### config.mk
export PLATFORM = sky130hd
export DESIGN_NAME = div_n
export DESIGN_NICKNAME = d
export VERILOG_FILES = /design/src/rtl/div_n.sv
export SDC_FILE = /design/constraint.sdc
export NUM_CORES = 1
export LEC_CHECK = 0
export CAP_MARGIN = 20
export CORE_ASPECT_RATIO = 1.5
export CORE_MARGIN = 3
export CORE_UTILIZATION = 45
export CTS_CLUSTER_SIZE = 25
export DETAILED_ROUTE_END_ITERATION = 10
export PLACE_DENSITY = 0.67
export SLEW_MARGIN = 20
export SYNTH_ARGS = -nofsm -noshare
export SYNTH_HDL_FRONTEND = slang
export SYNTH_SLANG_ARGS = --single-unit
### constraint.sdc
create_clock -name clk -period 3.05 [get_ports clk]
set_input_delay 0.915 -clock clk [delete_from_list [all_inputs] [get_ports clk]]
set_output_delay 0.915 -clock clk [all_outputs]
set_load 0.005 [all_outputs]
### src/rtl/div_n.sv
// Iterative restoring divider, signed or unsigned, one quotient bit per clock.
// Latency WIDTH+2 edges to done (2 for divide-by-zero); init_in ignored while busy, never queued.
module div_n #(
  parameter int WIDTH = 16
) (
  input  logic             clk,
  input  logic             rst,
  input  logic             init_in,
  input  logic             signed_in,
  input  logic [WIDTH-1:0] A,
  input  logic [WIDTH-1:0] B,
  output logic [WIDTH-1:0] Result,
  output logic [WIDTH-1:0] Rem,
  output logic             done,
  output logic             busy,
  output logic             div_zero
);

  localparam int CW = $clog2(WIDTH);

  typedef enum logic [1:0] {IDLE, CALC, FIX} state_t;

  state_t           state, state_nxt;
  logic [WIDTH-1:0] quo, rem, dvs;
  logic [CW-1:0]    cnt;
  logic             q_neg, r_neg, zero;

  logic [WIDTH-1:0] a_abs, b_abs;
  logic [WIDTH:0]   rem_sh, diff;
  logic             sub_ok;
  logic             b_is_zero;

  always_comb begin
    b_is_zero = (B == '0);
    a_abs     = (signed_in && A[WIDTH-1]) ? -A : A;
    b_abs     = (signed_in && B[WIDTH-1]) ? -B : B;
    // Partial remainder can exceed WIDTH bits for one step, so work one bit wider.
    rem_sh    = {rem, quo[WIDTH-1]};
    diff      = rem_sh - {1'b0, dvs};
    sub_ok    = (rem_sh >= {1'b0, dvs});
  end

  always_comb begin
    state_nxt = state;
    case (state)
      IDLE: if (init_in) state_nxt = b_is_zero ? FIX : CALC;
      CALC: if (cnt == CW'(WIDTH - 1)) state_nxt = FIX;
      FIX:  state_nxt = IDLE;
      default: state_nxt = IDLE;
    endcase
  end

  always_ff @(posedge clk) begin
    if (!rst) state <= IDLE;
    else      state <= state_nxt;
  end

  always_ff @(posedge clk) begin
    if (!rst) begin
      quo      <= '0;
      rem      <= '0;
      dvs      <= '0;
      cnt      <= '0;
      q_neg    <= 1'b0;
      r_neg    <= 1'b0;
      zero     <= 1'b0;
      Result   <= '0;
      Rem      <= '0;
      done     <= 1'b0;
      busy     <= 1'b0;
      div_zero <= 1'b0;
    end else begin
      done <= 1'b0;
      case (state)
        IDLE: begin
          if (init_in) begin
            busy <= 1'b1;
            zero <= b_is_zero;
            dvs  <= b_abs;
            cnt  <= '0;
            if (b_is_zero) begin
              // Preload the divide-by-zero answer so FIX treats it like any result.
              quo   <= '1;
              rem   <= A;
              q_neg <= 1'b0;
              r_neg <= 1'b0;
            end else begin
              quo   <= a_abs;
              rem   <= '0;
              q_neg <= signed_in & (A[WIDTH-1] ^ B[WIDTH-1]);
              r_neg <= signed_in & A[WIDTH-1];
            end
          end
        end
        CALC: begin
          quo <= {quo[WIDTH-2:0], sub_ok};
          rem <= sub_ok ? diff[WIDTH-1:0] : rem_sh[WIDTH-1:0];
          cnt <= cnt + CW'(1);
        end
        FIX: begin
          Result   <= q_neg ? -quo : quo;
          Rem      <= r_neg ? -rem : rem;
          div_zero <= zero;
          done     <= 1'b1;
          busy     <= 1'b0;
        end
        default: ;
      endcase
    end
  end

endmodule
==> flow_summary.toml <==
[clock_tree]
clock_latency_ps = 340
cts_buffers = 9
postCtsSetupBuffers = 0
cts_tree = "yes"
ctsRootBufferMaster = "clkbuf_16"
htree_levels = 3
clk_pin_slew_worst_paths_ps = 70
clock-sinks = 92
clock_path_buffers = 2

[min_path]
hp-class = "reg2reg"

[route]
first_pass_iters = 6
drt_iter0_drc = 351
wl_met2_um = 8980
drcViolationCount = 0
wl_met3_um = 977
drtAntennaViolNets = 0
num_vias = 5840
drt_wl_total_um = 17600
wirelength_met1_um = 6660
drt-wirelength-per-cell_um = 17.5
viasPerCell = 5.82
top_layer = "met4"

[logic_synthesis]
synthCells = 738
synth_nets = 796
avgSynthCellArea_um2 = 7.71
yosysTopAreaCellShare = 0.324
ys_seq_area_frac = 0.324
synth_edf_count = 0
synthDistinctLibCells = 61
ys_warn_count = 0
ys_seq_elements = 92
ys.flop_type = "dfxtp_1"
yosysTopAreaCell = "dfxtp_1"
synth.area.top_cells = "dfxtp_1, nor2_1, a21oi_1"
async_flop_share = 0
syn_area_um2 = 5690

[timing]
fin_hold_ws_ps = 454
rsz0062_at_grt = "false"
hold_viol = 0
skew_ps = 8.45
tns_ps = 0
setup_viol = 0
drv_slew = 0
fin_crit_ps = 3000
relSlewSlack = 0.413
tightest_slew_ps = 878
min_period_over_period = 0.985
max_clock_freq_mhz = 333

[cells_and_area]
area_delta_synth_final_pct = 28.9
num_antenna_cells = 0
nets = 904
nFillCells = 1128
drive_gt1_frac = 0.118

[place]
gp_congestion = 0.909
dp_hpwl_um = 13900
io_buffers = 70

[pwr]
leakage_nw = 2.86
ir_drop_v = 0.000432
power_density_nw_per_um2 = 685

[status]
outcome = "completed"

[floorplan]
die_y_um = 144
fp.dieW_um = 97.8
dieArea_um2 = 14100
fp.coreArea_um2 = 12200
start_util = 0.466
pin_count = 71
fp-row-count = 49

[grt]
grt_pass1_vias = 5727
grt_pass1_wl_um = 28300
track_usage = 0.251
grt_max_degree = 79
antenna_found_initial = 0
grt_overflow = 0

[setup_path]
worstSetupEndpointType = "flop"
cp_max_fo = 3
worstPathRequired_ps = 3300
worstPathCellList = "clkdlybuf4s50_1, inv_1, ha_1, or3b_2, nor4_4, buf_4, and2_1, and3_4, a31oi_1, a21boi_0, a221oi_1"
cp.arrival_ps = 3250
critPathSlowestCell = "or3b_2"
crit_type = "in2reg"
critPathMaxStageDelay_ps = 490
cp-start-kind = "input pin"

[run]
drv_cap = 0
-- flip-flops by register name (all words and copies together), names as in the netlist --
register,cells
cnt,4
dvs,16
Rem,16
div_zero,1
quo,16
r_neg,1
zero,1
done,1
state,2
q_neg,1
busy,1
rem,16
Result,16
-- cell type report --
cell class	count	area, um^2	share of cell area
Tap cell	153	191	0.0261
Sequential cell	92	1840	0.251
Clock inverter	6	93.8	0.0128
Multi-Input combinational cell	569	3580	0.488
Clock buffer	10	239	0.0326
Inverter	33	124	0.0169
Timing Repair Buffer	141	1260	0.172
-- cell usage after synthesis, types with 4 or more instances --
cell / n
nor2_1: 95
dfxtp_1: 92
a21oi_1: 68
nand2_1: 62
a211oi_1: 42
xor2_1: 36
o21ai_0: 34
inv_1: 32
clkbuf_1: 31
xnor2_1: 24
ha_1: 21
nand3_1: 15
nor3_1: 13
o31ai_1: 12
and3_1: 11
a31oi_1: 10
nor4_1: 9
a21o_1: 8
mux2i_1: 8
nand2b_1: 8
o22ai_1: 8
buf_1: 7
nor2b_1: 7
or3_1: 7
a311oi_1: 6
o41ai_1: 6
buf_2: 5
nand4_1: 5
or4_1: 5
o211ai_1: 4
o21bai_1: 4
-- worst max-delay path, delay by kind of cell --
family          cells  cell delay, ps
simple gates        4            1000
compound gates      3             520
buf+inv             3             640
fa+ha+maj           1             150
-- power breakdown --
group / internal [mW] / total (mW) / switching (mW)
sequential: 1.30 / 1.43 / 0.124
combinational: 1.02 / 2.35 / 1.33
clock: 0.750 / 1.25 / 0.497
-- metal layers --
metal / track usage / vias up
li1: - / 2873
met1: 0.267 / 2670
met2: 0.472 / 226
met3: 0.0350 / 71
met4: 0.146 / 0
met5: 0 / -
-- worst paths after layout --
kind | startpoint | slack (ps) | cells after the start | endpoint
min reg2reg | dvs[15]$_SDFFE_PN0P_ | 450 | 2 | dvs[15]$_SDFFE_PN0P_
min | dvs[15]$_SDFFE_PN0P_ | 450 | 2 | dvs[15]$_SDFFE_PN0P_
max reg2reg | quo[15]$_SDFFE_PN0P_ | 160 | 10 | rem[12]$_SDFFE_PN0P_
max | B[0] | 50 | 11 | rem[12]$_SDFFE_PN0P_
-- placed cells by master (no fill, tap or decap), drive strengths merged, types with 5 or more instances in the layout --
cell	instances
xor2	36
o22ai	8
o41ai	7
buf	71
nand3	15
xnor2	24
nor3	14
inv	35
a211oi	43
nand4	5
a21oi	68
nor4	9
or4	6
a31oi	10
nor2	95
a311oi	6
o21ai	35
nor2b	7
ha	21
and3	11
a21o	8
nand2b	8
o31ai	12
mux2i	8
clkbuf	10
dfxtp	92
or3	7
nand2	62
clkdlybuf4s50	70
-- cells by family after synthesis --
group                    synth area share
adder cells (fa/ha/maj)            0.0497
multiplexers                       0.0161
flip-flops                          0.324
XOR/XNOR                           0.0924
AO/OA/AOI/OAI                       0.260
buffers and inverters              0.0521
AND/OR/NAND/NOR                     0.206
-- metrics by stage --
stage          power [mW]  area [um^2]   util  setup slack, ps  instances
2_1_floorplan        2.99         5690      -              215        738
3_3_place_gp         3.73         6980  0.572             -409        988
3_5_place_dp         3.77         6980  0.572             -437        988
4_1_cts              5.02         7310  0.600             12.7       1004
5_1_grt              5.32         7330  0.601             5.69       1004
6_report             5.02         7330  0.601             46.4       1004
-- repair_timing --
item                                    in CTS  in global routing
hold buffers                                 0                  0
endpoints found under the setup margin      15                  9
cloned                                       0                  0
gates resized for setup                      1                  4
endpoints found under the hold margin        0                  0
(Power assumes the default switching activity.)
